--- config.mk ---
export PLATFORM = sky130hd
export DESIGN_NAME = stack_ctrl
export DESIGN_NICKNAME = d
export VERILOG_FILES = /design/src/rtl/stack_ctrl.sv
export SDC_FILE = /design/constraint.sdc
export NUM_CORES = 1
export LEC_CHECK = 0
export ABC_CLOCK_PERIOD_IN_PS = 3100
export BUFFER_PORTS_ARGS = -buffer_cell sky130_fd_sc_hd__buf_2
export CAP_MARGIN = 20
export CORE_MARGIN = 4
export CORE_UTILIZATION = 45
export DETAILED_ROUTE_END_ITERATION = 10
export GPL_TIMING_DRIVEN = 1
export PLACE_DENSITY = 0.77
export SYNTH_ARGS = -nofsm -noshare
export SYNTH_HDL_FRONTEND = slang
export SYNTH_SLANG_ARGS = --single-unit
--- constraint.sdc ---
create_clock -name clk -period 3.1 [get_ports clk]
set_clock_uncertainty 0.05 [all_clocks]
set_input_delay 0.775 -clock clk [delete_from_list [all_inputs] [get_ports clk]]
set_output_delay 0.775 -clock clk [all_outputs]
set_load 0.1 [all_outputs]
--- src/rtl/stack_ctrl.sv ---
// Stack pointer and control stage in front of the 2-read/1-write stack memory.
// Drives memory addresses and write strobe, returns TOS/NOS, holds sticky errors.
module stack_ctrl #(
    parameter int WIDTH = 6,
    parameter int SIZE  = 64
) (
    input  logic             clk,
    input  logic             reset,
    input  logic             op_valid,
    input  logic [2:0]       op,
    input  logic [15:0]      push_data,
    output logic             op_ready,
    output logic [15:0]      tos,
    output logic [15:0]      nos,
    output logic [WIDTH:0]   depth,
    output logic             overflow,
    output logic             underflow,
    output logic [WIDTH-1:0] mem_dout_addr0,
    input  logic [15:0]      mem_dout0,
    output logic [WIDTH-1:0] mem_dout_addr1,
    input  logic [15:0]      mem_dout1,
    output logic             we,
    output logic [WIDTH-1:0] mem_din_addr,
    output logic [15:0]      mem_din
);
    typedef enum logic {IDLE, SWAP2} state_t;

    localparam logic [2:0] OP_NOP     = 3'd0;
    localparam logic [2:0] OP_PUSH    = 3'd1;
    localparam logic [2:0] OP_POP     = 3'd2;
    localparam logic [2:0] OP_REPLACE = 3'd3;
    localparam logic [2:0] OP_DUP     = 3'd4;
    localparam logic [2:0] OP_SWAP    = 3'd5;
    localparam logic [2:0] OP_OVER    = 3'd6;
    localparam logic [2:0] OP_CLEAR   = 3'd7;

    localparam logic [WIDTH:0] FULL = (WIDTH+1)'(SIZE);
    localparam logic [WIDTH:0] ONE  = (WIDTH+1)'(1);

    state_t           state, state_n;
    logic [WIDTH:0]   depth_n;
    logic [15:0]      tmp, tmp_n;
    logic             ovf_n, unf_n;
    logic [WIDTH-1:0] sp;
    logic             accept, has1, has2, full;

    // sp wraps to 0 when full, so sp-1 still addresses the top entry
    assign sp             = depth[WIDTH-1:0];
    assign mem_dout_addr0 = sp - WIDTH'(1);
    assign mem_dout_addr1 = sp - WIDTH'(2);

    assign has1     = depth != '0;
    assign has2     = depth > ONE;
    assign full     = depth == FULL;
    assign op_ready = state == IDLE;
    assign accept   = op_valid && op_ready;
    assign tos      = has1 ? mem_dout0 : 16'h0000;
    assign nos      = has2 ? mem_dout1 : 16'h0000;

    always_comb begin
        state_n      = state;
        depth_n      = depth;
        tmp_n        = tmp;
        ovf_n        = overflow;
        unf_n        = underflow;
        we           = 1'b0;
        mem_din_addr = sp;
        mem_din      = push_data;
        if (state == SWAP2) begin
            we           = 1'b1;
            mem_din_addr = mem_dout_addr1;
            mem_din      = tmp;
            state_n      = IDLE;
        end else if (accept) begin
            unique case (op)
                OP_PUSH: begin
                    if (full) ovf_n = 1'b1;
                    else begin
                        we      = 1'b1;
                        depth_n = depth + ONE;
                    end
                end
                OP_POP: begin
                    if (!has1) unf_n = 1'b1;
                    else depth_n = depth - ONE;
                end
                OP_REPLACE: begin
                    if (!has2) unf_n = 1'b1;
                    else begin
                        we           = 1'b1;
                        mem_din_addr = mem_dout_addr1;
                        depth_n      = depth - ONE;
                    end
                end
                OP_DUP: begin
                    if (!has1) unf_n = 1'b1;
                    else if (full) ovf_n = 1'b1;
                    else begin
                        we      = 1'b1;
                        mem_din = mem_dout0;
                        depth_n = depth + ONE;
                    end
                end
                OP_SWAP: begin
                    if (!has2) unf_n = 1'b1;
                    else begin
                        tmp_n        = mem_dout0;
                        we           = 1'b1;
                        mem_din_addr = mem_dout_addr0;
                        mem_din      = mem_dout1;
                        state_n      = SWAP2;
                    end
                end
                OP_OVER: begin
                    if (!has2) unf_n = 1'b1;
                    else if (full) ovf_n = 1'b1;
                    else begin
                        we      = 1'b1;
                        mem_din = mem_dout1;
                        depth_n = depth + ONE;
                    end
                end
                OP_CLEAR: begin
                    depth_n = '0;
                    ovf_n   = 1'b0;
                    unf_n   = 1'b0;
                end
                OP_NOP: ;
                default: ;
            endcase
        end
    end

    always_ff @(posedge clk or posedge reset) begin
        if (reset) begin
            state     <= IDLE;
            depth     <= '0;
            tmp       <= '0;
            overflow  <= 1'b0;
            underflow <= 1'b0;
        end else begin
            state     <= state_n;
            depth     <= depth_n;
            tmp       <= tmp_n;
            overflow  <= ovf_n;
            underflow <= unf_n;
        end
    end
endmodule

==> run_results.csv, run 1 <==
group,metric,value,unit
outcome,outcome,"aborted with a tool error",
outcome,failed_stage,"5_1_grt",
outcome,error_message,"[ERROR DPL-0038] Utilization greater than 100%, impossible to legalize",
timing,worstEpCategory,"top-level output",
logic_synthesis,synth_compound_area_frac,0.276,
logic_synthesis,synth_ff_type,"dfrtp_1",
timing,worst_endpoint,"mem_din[8]",
clock_tree,ctsHtreeMaxLevel,1,
logic_synthesis,synth_xor_area_frac,0.0278,
logic_synthesis,syn_inst,370,
logic_synthesis,avgSynthCellArea,7.66,um2
logic_synthesis,synth_nets,431,
logic_synthesis,ys_types,60,
logic_synthesis,synth_top_family_by_area,"simple AND/OR/NAND/NOR gates",
clock_tree,cts_inserted_buffers,3,
clock_tree,clockBufferDepth,2,
die,die_h,87.4,um
logic_synthesis,synth_seq_cells,26,
placed_design,place_congestion,0.917,
die,start_util,0.471,
die,die_x,87.4,um
logic_synthesis,ys_seq_area_frac,0.229,
global_route,grt_max_degree,34,
clock_tree,cts_root_buffer,"clkbuf_8",
logic_synthesis,synth_enable_flop_cells,0,
die,row_count,28,
clock_tree,clock_sinks,26,
logic_synthesis,synthAdderAreaFrac,0.0309,
logic_synthesis,synthArstFlopShare,1.00,
logic_synthesis,muxShareOfSynthArea,0.0556,
logic_synthesis,synth_warnings,0,
placed_design,port_buffers,130,
placed_design,dp_cells,605,
die,ioPinCount,131,
placed_design,pre_cts_slack,-195,ps
placed_design,place_hpwl,10200,um
logic_synthesis,yosys.area_share.simple,0.284,
logic_synthesis,syn_area,2840,um2
==> Yosys cell counts, types with 5 or more instances <==
master	count	area share
o31ai_1	5	0.013
dfrtp_1	26	0.23
xnor2_1	5	0.015
mux2_4	5	0.026
clkbuf_1	11	0.015
o21ai_0	19	0.034
ha_1	7	0.031
a21oi_1	8	0.014
o211ai_1	5	0.013
buf_2	14	0.025
buf_4	5	0.013
and2_1	35	0.077
nor2b_1	5	0.011
mux2i_1	6	0.021
nand2_1	67	0.089
nor2_1	6	0.0079
a311oi_1	11	0.034
inv_1	21	0.028
nand3_1	7	0.012
a32oi_1	15	0.046
nand2b_1	9	0.020
nor3_1	14	0.025
==> stage by stage <==
stage	instance area [um2]	utilization
after floorplan	3420	-
after global placement	5370	0.891
after detailed placement	5370	0.891
after CTS	5610	0.931
==> cell families after synthesis <==
logic type,Yosys count
muxes,13
DFF,26
and+or+nand+nor,156
buffers and inverters,57
AOI/OAI and AO/OA,102
xor gates and xnor gates,9
adders and majority gates,7
==> timing repair <==
item                                    in CTS
gates cloned                                 3
gates resized for setup                     31
setup buffers                                7
hold buffers                                 0
pin swaps                                    4
endpoints found under the setup margin      46
==> run 2: changes to the inputs <==
Settings changed: CORE_UTILIZATION 45 to 30, PLACE_DENSITY 0.77 to default, PLACE_DENSITY_LB_ADDON from default to 0.15.
==> run 2 against run 1 <==
Effect of this change: the flow now finishes, with violations (negative setup slack); synthesized cell count unchanged; synthesized area unchanged.
==> run_results.csv, run 2 <==
group,metric,value,unit
hold_path,hp-start,"underflow$_DFFE_PP0P_",
timing,max_freq,0.294,GHz
critical_path,cp-end-kind,"output pin",
cells_and_area,multi_input_area,2570,um2
critical_path,reg2regPathDepth,9,
clock_tree,tritoncts,"yes",
cells_and_area,top_register,"tmp",
logic_synthesis,ys_seq_area_frac,0.229,
logic_synthesis,syn_inst,370,
timing,worst_pin_slew,490,ps
pwr,p_sw,3.91,mW
logic_synthesis,synth_most_common_cell,"nand2_1",
pwr,comb_power_share,0.876,
logic_synthesis,syn_area,2840,um2
critical_path,crit_start,"depth[1]$_DFFE_PP0P_",
pwr,p_sw_frac,0.615,
clock_tree,clock_sinks,26,
timing,grt_setup_unrepaired,"true",
critical_path,path_class,"flip-flop to output pin",
outcome,violations,"negative setup slack",
logic_synthesis,synth_seq_cells,26,
logic_synthesis,synth.largest_area_cell,"dfrtp_1",
critical_path,startpoint_type,"flip-flop",
logic_synthesis,synth_ff_type,"dfrtp_1",
critical_path,slowest_delay,500,ps
timing,finalCritPeriodShare,1.10,
critical_path,crit_chain,"clkinvlp_4 > buf_4 > buf_4 > ha_4 > nand2_2 > o21ai_4 > a211oi_4 > buf_12 > buf_4 > a221o_4 > buf_12",
clock_tree,cts.clk_slew.worst_paths,100,ps
placed_design,dp_cells,668,
route,vias,3512,
clock_tree,clockBufferDepth,2,
hold_path,hold_depth,2,
global_route,grt_antenna_before_repair,0,
logic_synthesis,netlist.area_leader.share,0.229,
logic_synthesis,synth_enable_flop_cells,0,
cells_and_area,drive_gt1_frac,0.585,
logic_synthesis,synth_area_leaders,"dfrtp_1, nand2_1, and2_1",
critical_path,timing.rr.end,"tmp[10]$_DFFE_PP0P_",
cells_and_area,nets,614,
global_route,gr-total-overflow,0,
outcome,outcome,"finished with violations",
route,wl_per_cell,17.2,um
logic_synthesis,synth_nets,431,
clock_tree,worstSkewPairLatency,270,ps
pwr,pwr-share-clk,0.036,
timing,relSlewSlack,0.671,
pwr,p_int,2.44,mW
critical_path,cp_data_required_time,2270,ps
timing,tns,-5800,ps
cells_and_area,reg_top3,"tmp x16, depth x7",
timing,period_minus_slack,3400,ps
cells_and_area,n_fill_cell,738,
critical_path,cp.depth,11,
timing,setup_slack,-304,ps
logic_synthesis,synthArstFlopShare,1.00,
cells_and_area,final_cell_mix,"buf_4, buf_2, buf_12",
critical_path,crit_end,"mem_din[3]",
pwr,seqPwrFrac,0.088,
hold_path,hp-class,"flip-flop to flip-flop",
route,drc,0,
route,first_pass_iters,5,
pwr,leakagePower,2.51,nW
die,start_util,0.307,
cells_and_area,area_growth,104,%
placed_design,place_congestion,0.924,
timing,hold_violations,0,
critical_path,ff2ff_setup_slack,670,ps
pwr,powerDensity,1100,nW/um2
cells_and_area,regArea,659,um2
clock_tree,cts_inserted_buffers,3,
clock_tree,cts_root_buffer,"clkbuf_8",
route,finalWirelength,11700,um
clock_tree,ctsHtreeMaxLevel,1,
critical_path,worst_ep_arrival_time,2580,ps
logic_synthesis,synth.top_cells.by_count,"nand2_1, and2_1, dfrtp_1",
cells_and_area,largest_register_ffs,16,
die,core_area,9240,um2
route,dr.first_iter.drc_count,176,
global_route,grt_pass1_wl,18700,um
cells_and_area,final_cells,681,
die,row_count,35,
placed_design,place_hpwl,9150,um
logic_synthesis,avgSynthCellArea,7.66,um2
die,ioPinCount,131,
critical_path,critPathTopFamily,"buffers and inverters",
job,cap_violations,0,
critical_path,timing.critical_path.mode_cell,"buf_4",
route,drt-vias-per-instance,5.16,
global_route,grt_max_degree,27,
critical_path,r2r-start,"depth[1]$_DFFE_PP0P_",
critical_path,path_max_fanout,13,
die,die_x,105,um
placed_design,port_buffers,130,
critical_path,slowest_stage,"dfrtp_4",
cells_and_area,layout_commonest_cell,"buf_4",
timing,maxSlewViolCount,0,
critical_path,crit_buf_inv,6,
timing,setup_violations,23,
logic_synthesis,synth_warnings,0,
die,dieArea,11100,um2
pwr,total_power,6.35,mW
route,ant_nets,0,
die,die_h,105,um
global_route,grt_pass1_vias,3605,
cells_and_area,antenna_cells,0,
pwr,vdd_drop_max,1.67,mV
global_route,grt_util_all_layers,0.205,
logic_synthesis,ys_types,60,
run 2: cell counts after synthesis:
Identical to the previous run, type by type.
run 2: cells by family after synthesis:
family                   count (synthesis)  synth area share
flip-flops                              26             0.229
AND/OR/NAND/NOR                        156             0.284
adder cells (fa/ha/maj)                  7            0.0309
multiplexers                            13            0.0556
buffers and inverters                   57            0.0962
XOR/XNOR                                 9            0.0278
AO/OA/AOI/OAI                          102             0.276
run 2: worst min path at each step:
stage,endpoint
after floorplan,tmp[10]$_DFFE_PP0P_
after global placement,tmp[3]$_DFFE_PP0P_
after detailed placement,tmp[5]$_DFFE_PP0P_
after CTS,tmp[5]$_DFFE_PP0P_
after global routing,tmp[10]$_DFFE_PP0P_
final,underflow$_DFFE_PP0P_
run 2: repair_timing:
action,CTS,global route
pin swaps,11,7
gates resized for setup,25,9
endpoints found under the setup margin,39,51
hold buffers,0,0
endpoints found under the hold margin,0,0
setup buffers,7,0
cloned,1,1
run 2: layout make-up:
cell class	instances	share of cell area
repair buffers	213	0.387
well taps	129	0.0279
clock buffers	4	0.00952
flip-flops and latches	26	0.114
multi-input cells	287	0.445
inverters	22	0.0169
run 2: power by group through the flow:
stage | sequential, mW | combinational (mW) | clock, mW
4_1_cts | 0.554 | 5.54 | 0.236
5_1_grt | 0.573 | 5.78 | 0.247
3_5_place_dp | 0.561 | 5.41 | 0
2_1_floorplan | 0.876 | 3.47 | 0
6_report | 0.560 | 5.57 | 0.228
3_3_place_gp | 0.555 | 5.38 | 0
run 2: stage by stage:
step | area (um2) | utilization | hold slack [ps] | setup WS (ps)
2_1_floorplan | 3420 | - | 432 | -1730
3_3_place_gp | 5510 | 0.596 | 442 | -140
3_5_place_dp | 5510 | 0.596 | 445 | -177
4_1_cts | 5710 | 0.618 | 471 | -322
5_1_grt | 5780 | 0.626 | 492 | -391
6_report | 5780 | 0.626 | 469 | -304
run 2: layer usage:
metal / global-route usage / up-vias / part of all wire
met4: 0.0469 / 0 / 0.013
met2: 0.347 / 132 / 0.51
met5: 0 / - / 0
met3: 0.0343 / 8 / 0.057
li1: - / 1693 / -
met1: 0.274 / 1679 / 0.42
run 2: worst reg2reg max path: stages, from the launching register on:
cell	delay, ps
dfrtp_4	430
clkinvlp_4	160
ha_4	200
a21boi_4	150
o21ai_2	240
buf_4	200
and3_2	240
buf_4	160
buf_4	170
mux2_4	310
Note: power is estimated with default switching activity, not from simulation.
==> run 3: changes to the inputs <==
Settings changed: CORE_ASPECT_RATIO from default to 0.75.
==> run 3 against run 2 <==
Effect of this change: the flow still finishes with violations (negative setup slack); routed wire length increased by 4.9%; register-to-register slack got worse by 50 ps; largest cell class unchanged; global-route usage increased by 0.57 points; non-clock buffer count increased by 9; sequential share of layout area decreased by 0.47 points.
==> run_results.csv, run 3 (same netlist as run 2, synthesis figures left out) <==
group,metric,value,unit
global_route,use_met2,0.347,
clock_tree,clockBufferDepth,2,
pwr,vdd_drop_max,1.58,mV
die,die_h,92.2,um
critical_path,path_class,"flip-flop to output pin",
timing,grt_setup_unrepaired,"true",
cells_and_area,final_cell_mix,"buf_2, buf_4, buf_12",
global_route,grt_util_all_layers,0.211,
global_route,grt_antenna_before_repair,0,
hold_path,hp-class,"flip-flop to flip-flop",
placed_design,place_hpwl,9210,um
hold_path,min_to,"tmp[5]$_DFFE_PP0P_",
cells_and_area,nets,623,
cells_and_area,area_growth,113,%
route,wl_per_cell,17.9,um
route,dr.first_iter.drc_count,170,
global_route,busiest_layer,"met2",
clock_tree,cts_hold_buf,0,
outcome,violations,"negative setup slack",
die,die_x,120,um
route,finalWirelength,12300,um
cells_and_area,top_register,"tmp",
critical_path,reg2regPathDepth,10,
die,row_count,30,
timing,max_freq,0.292,GHz
global_route,gr-total-overflow,0,
outcome,outcome,"finished with violations",
critical_path,ff2ff_setup_slack,620,ps
critical_path,path_max_fanout,7,
clock_tree,worstSkewPairLatency,270,ps
die,core_area,9120,um2
timing,period_minus_slack,3430,ps
die,ioPinCount,131,
cells_and_area,postLayoutCoreUtil,0.662,
timing,relSlewSlack,0.595,
timing,maxSlewViolCount,0,
placed_design,dp_cells,665,
hold_path,hold_depth,1,
cells_and_area,antenna_cells,0,
global_route,use_met3,0.0364,
route,drt-vias-per-instance,5.22,
placed_design,place_congestion,0.899,
job,cap_violations,0,
timing,hold_violations,0,
clock_tree,cts.clk_slew.worst_paths,70,ps
die,dieArea,11100,um2
timing,worst_pin_slew,608,ps
route,drc,0,
global_route,grt_pass1_wl,19100,um
pwr,powerDensity,1090,nW/um2
clock_tree,tritoncts,"yes",
critical_path,startpoint_type,"flip-flop",
route,ant_nets,0,
cells_and_area,drive_gt1_frac,0.617,
die,start_util,0.311,
clock_tree,clock_sinks,26,
cells_and_area,layout_commonest_cell,"buf_2",
cells_and_area,largest_register_ffs,16,
global_route,met1_usage,0.291,
timing,setup_slack,-329,ps
pwr,total_power,6.57,mW
critical_path,timing.rr.end,"tmp[3]$_DFFE_PP0P_",
clock_tree,cts_root_buffer,"clkbuf_16",
global_route,grt_max_degree,34,
route,vias,3596,
clock_tree,cts_inserted_buffers,3,
cells_and_area,final_cells,689,
global_route,grt_pass1_vias,3710,
timing,setup_violations,23,
timing,hold_ws,466,ps
critical_path,cp_data_required_time,2270,ps
critical_path,r2r-start,"depth[1]$_DFFE_PP0P_",
hold_path,hp-start,"tmp[5]$_DFFE_PP0P_",
placed_design,port_buffers,130,
timing,finalCritPeriodShare,1.11,
cells_and_area,reg_top3,"tmp x16, depth x7",
critical_path,worst_ep_arrival_time,2600,ps
pwr,leakagePower,2.60,nW
critical_path,cp-end-kind,"output pin",
clock_tree,ctsHtreeMaxLevel,1,
route,first_pass_iters,5,
run 3: cell count changes in the layout (fill, tap and decap cells not counted), moves of 2 or more:
cell / before / now
nand2_2: 3 / 8
o21ai_4: 1 / 3
nand2_1: 61 / 55
clkbuf_16: 1 / 5
a311oi_1: 11 / 9
clkbuf_8: 4 / 1
buf_6: 1 / 13
a311oi_2: 0 / 2
buf_4: 75 / 71
run 3: worst max-delay path, cell delays in order, from the launching register on:
cell and delay, ps:
dfrtp_4 430, clkinvlp_4 150, buf_4 180, buf_6 120, ha_4 160, nand2_2 100
o21ai_4 80, a211oi_4 330, buf_12 170, nand2_1 100, a32oi_4 300, buf_12 210
run 3: power by group:
| part | internal, mW | switching, mW |
|---|---|---|
| Sequential | 0.473 | 0.105 |
| Combinational | 1.92 | 3.74 |
| Clock | 0.198 | 0.134 |
run 3: how the worst max path moves through the flow:
stage,from,to,slack (ps),cells after the start
after floorplan,depth[1]$_DFFE_PP0P_,mem_din[0],-1730,7
after global placement,depth[1]$_DFFE_PP0P_,mem_din_addr[4],-120,10
after detailed placement,depth[1]$_DFFE_PP0P_,mem_din_addr[4],-160,10
after CTS,depth[1]$_DFFE_PP0P_,mem_din[13],-310,9
after global routing,depth[1]$_DFFE_PP0P_,mem_din[15],-390,11
final,depth[1]$_DFFE_PP0P_,mem_din[15],-330,11
run 3: layout make-up:
cell class / instances / area (um2)
well taps: 128 / 160
flip-flops and latches: 26 / 661
fillers: 694 / 3080
inverters: 22 / 101
multi-input cells: 287 / 2680
repair buffers: 222 / 2350
clock buffers: 4 / 88.8
run 3: timing repair:
action / CTS / global route
pin swaps: 25 / 11
resized for setup: 47 / 20
endpoints found under the setup margin: 34 / 41
cloned: 1 / 3
setup buffers: 7 / 10
run 3: per-layer routing:
metal,wire length (um),part of all wire
met4,159,0.013
met2,5810,0.47
met5,0,0
met1,5540,0.45
met3,799,0.065
run 3: stage by stage:
| step | setup TNS, ps | setup WS (ps) | cell area [um2] |
|---|---|---|---|
| 2_1_floorplan | -41210 | -1730 | 3420 |
| 3_3_place_gp | -300 | -123 | 5490 |
| 3_5_place_dp | -719 | -160 | 5490 |
| 4_1_cts | -5900 | -305 | 5830 |
| 5_1_grt | -7650 | -388 | 6040 |
| 6_report | -5920 | -329 | 6040 |
==> run 4: changes to the inputs <==
Settings changed: ABC_AREA from default to 1, GPL_TIMING_DRIVEN 1 to 0.
==> run 4 against run 3 <==
Effect of this change: the run still ends with negative setup slack left; critical endpoint is now mem_din_addr[3]; count of clock-buffer cells in the layout down 1; combinational power down 40%; highest routed layer unchanged; sequential cell count unchanged; worst hold slack worse by 30 ps; worst setup slack better by 180 ps.
==> run_results.csv, run 4 <==
group,metric,value,unit
critical_path,timing.rr.end,"tmp[2]$_DFFE_PP0P_",
route,drc,0,
critical_path,cp_data_required_time,2270,ps
pwr,leakagePower,2.89,nW
logic_synthesis,syn_area,3220,um2
timing,relSlewSlack,0.520,
pwr,p_int,1.61,mW
critical_path,r2r-start,"depth[1]$_DFFE_PP0P_",
critical_path,critPathTopFamily,"buffers and inverters",
placed_design,place_hpwl,10300,um
logic_synthesis,synth.top_cells.by_count,"nand2_1, nor2_1, inv_1",
logic_synthesis,ys_seq_area_frac,0.202,
clock_tree,ctsHtreeMaxLevel,1,
route,drt-vias-per-instance,4.89,
timing,max_freq,0.308,GHz
logic_synthesis,synth_most_common_cell,"nand2_1",
global_route,grt_util_all_layers,0.212,
logic_synthesis,synth_enable_flop_cells,0,
die,core_area,10400,um2
critical_path,worst_ep_arrival_time,2420,ps
logic_synthesis,netlist.area_leader.share,0.202,
critical_path,ff2ff_setup_slack,860,ps
logic_synthesis,yosys.area_share.simple,0.432,
logic_synthesis,synth.largest_area_cell,"dfrtp_1",
pwr,comb_power_share,0.792,
critical_path,path_max_fanout,7,
outcome,violations,"negative setup slack",
critical_path,slowest_delay,440,ps
hold_path,hold_depth,2,
logic_synthesis,synth_nets,594,
critical_path,path_class,"flip-flop to output pin",
cells_and_area,area_growth,86.7,%
timing,hold_ws,436,ps
clock_tree,clock_sinks,26,
clock_tree,cts.clk_slew.worst_paths,70,ps
cells_and_area,drive_gt1_frac,0.529,
logic_synthesis,synthArstFlopShare,1.00,
cells_and_area,reg_top3,"tmp x16, depth x7",
logic_synthesis,syn_inst,533,
die,start_util,0.310,
logic_synthesis,synth_ff_type,"dfrtp_1",
logic_synthesis,synth_xor_area_frac,0.0191,
route,finalWirelength,13900,um
hold_path,hp-start,"tmp[9]$_DFFE_PP0P_",
logic_synthesis,synth_compound_area_frac,0.167,
pwr,vdd_drop_max,1.15,mV
timing,hold_violations,0,
job,cap_violations,0,
critical_path,crit_chain,"clkinvlp_4 > buf_6 > ha_4 > nand3_4 > nand2_4 > nand2_8 > nand2_4 > nor2_4 > buf_6 > nand2_1 > o211ai_1 > o21ai_4 > buf_8",
die,ioPinCount,131,
cells_and_area,final_cell_mix,"nand2_1, buf_2, inv_1",
route,first_pass_iters,5,
cells_and_area,layout_commonest_cell,"nand2_1",
cells_and_area,nets,767,
timing,setup_violations,22,
clock_tree,tritoncts,"yes",
route,vias,4111,
logic_synthesis,synth_area_leaders,"dfrtp_1, nand2_1, nor2_1",
cells_and_area,postLayoutCoreUtil,0.579,
critical_path,cp-end-kind,"output pin",
logic_synthesis,synth_seq_cells,26,
route,dr.first_iter.drc_count,260,
global_route,grt_pass1_wl,21200,um
route,wl_per_cell,16.5,um
cells_and_area,top_register,"tmp",
placed_design,place_congestion,0.868,
logic_synthesis,muxShareOfSynthArea,0,
timing,setup_slack,-148,ps
route,ant_nets,0,
logic_synthesis,ys_types,35,
global_route,gr-total-overflow,0,
timing,period_minus_slack,3250,ps
critical_path,crit_buf_inv,4,
clock_tree,clockBufferDepth,2,
critical_path,slowest_stage,"dfrtp_4",
pwr,p_sw_frac,0.625,
logic_synthesis,synth_top_family_by_area,"simple AND/OR/NAND/NOR gates",
die,dieArea,12500,um2
timing,grt_setup_unrepaired,"true",
clock_tree,cts_hold_buf,0,
cells_and_area,largest_register_ffs,16,
pwr,seqPwrFrac,0.118,
timing,worst_pin_slew,719,ps
pwr,powerDensity,716,nW/um2
logic_synthesis,synthAdderAreaFrac,0.0272,
pwr,p_sw,2.69,mW
die,die_x,128,um
cells_and_area,antenna_cells,0,
critical_path,reg2regPathDepth,13,
hold_path,hp-class,"flip-flop to flip-flop",
global_route,grt_antenna_before_repair,0,
pwr,pwr-share-clk,0.090,
timing,finalCritPeriodShare,1.05,
timing,maxSlewViolCount,0,
outcome,outcome,"finished with violations",
critical_path,startpoint_type,"flip-flop",
die,die_h,97.7,um
placed_design,port_buffers,129,
clock_tree,cts_root_buffer,"clkbuf_16",
hold_path,min_to,"tmp[9]$_DFFE_PP0P_",
logic_synthesis,synth_warnings,0,
logic_synthesis,avgSynthCellArea,6.03,um2
global_route,grt_pass1_vias,3954,
die,row_count,32,
clock_tree,worstSkewPairLatency,260,ps
global_route,grt_max_degree,27,
clock_tree,cts_inserted_buffers,3,
[run 4: cell count changes in the layout (fill, tap and decap cells not counted), moves of 25 or more]
| cell | delta |
|---|---|
| and2_4 | -35 |
| buf_12 | -34 |
| buf_4 | -39 |
| inv_1 | +44 |
| nand2_1 | +74 |
| nand3_1 | +31 |
| nor2_1 | +29 |
| nor2_4 | +25 |
[run 4: metal layers]
| metal | routed length [um] | share of wire | global-route usage | up-vias |
|---|---|---|---|---|
| li1 | - | - | - | 2018 |
| met3 | 1010 | 0.073 | 0.0203 | 10 |
| met5 | 0 | 0 | 0 | - |
| met4 | 123 | 0.0088 | 0.0313 | 0 |
| met2 | 6030 | 0.43 | 0.316 | 159 |
| met1 | 6750 | 0.49 | 0.333 | 1924 |
[run 4: through the flow]
step	area, um2	setup slack, ps	TNS (ps)	total power [mW]	instances
global placement	4770	-532	-11760	3.43	798
detailed placement	4770	-579	-12230	3.45	798
global route	6000	-243	-4250	4.47	841
floorplan	3950	-916	-36660	3.04	533
finish	6000	-148	-2280	4.30	841
CTS	5680	-140	-1990	4.19	832
[run 4: worst max path at each step]
| stage | from | endpoint | slack [ps] | depth (start not counted) |
|---|---|---|---|---|
| finish | depth[1]$_DFFE_PP0P_ | mem_din_addr[3] | -150 | 13 |
| detailed placement | op[1] | mem_din_addr[4] | -580 | 11 |
| CTS | depth[1]$_DFFE_PP0P_ | mem_din[2] | -140 | 14 |
| global route | depth[1]$_DFFE_PP0P_ | mem_din_addr[3] | -240 | 13 |
| floorplan | depth[1]$_DFFE_PP0P_ | mem_din_addr[5] | -920 | 10 |
| global placement | op[1] | mem_din_addr[4] | -530 | 11 |
[run 4: cell families (layout without fill, tap and decap cells)]
kind of cell / after synthesis / after routing
flops: 26 / 26
buf+inv: 101 / 273
fa+ha+maj: 7 / 7
xor+xnor: 7 / 7
compound gates: 85 / 85
simple gates: 307 / 307
[run 4: repair_timing]
| action | CTS | global route |
|---|---|---|
| buffers inserted | 28 | 7 |
| setup endpoints to repair | 46 | 37 |
| gates cloned | 2 | 2 |
| pin swaps | 15 | 18 |
| resized for setup | 136 | 64 |
[run 4: power groups by stage]
| stage | logic [mW] | registers [mW] | clock network (mW) |
|---|---|---|---|
| after floorplan | 2.24 | 0.802 | 0 |
| after global placement | 2.89 | 0.547 | 0 |
| after detailed placement | 2.90 | 0.550 | 0 |
| after CTS | 3.30 | 0.505 | 0.386 |
| after global routing | 3.55 | 0.518 | 0.402 |
| final | 3.40 | 0.509 | 0.386 |
[run 4: tightest hold or removal path, delay by kind of cell (launching register included)]
family	cells	cell delay (ps)
compound gates	1	50
simple gates	1	60
flops	1	340
[run 4: cell type report]
type / count / area (um2)
Clock inverter: 1 / 30.0
Clock buffer: 3 / 75.1
Multi-Input combinational cell: 406 / 3030
Timing Repair Buffer: 168 / 1450
Buffer: 26 / 260
Inverter: 75 / 329
Sequential cell: 26 / 661
Tap cell: 136 / 170
Fill cell: 918 / 4370
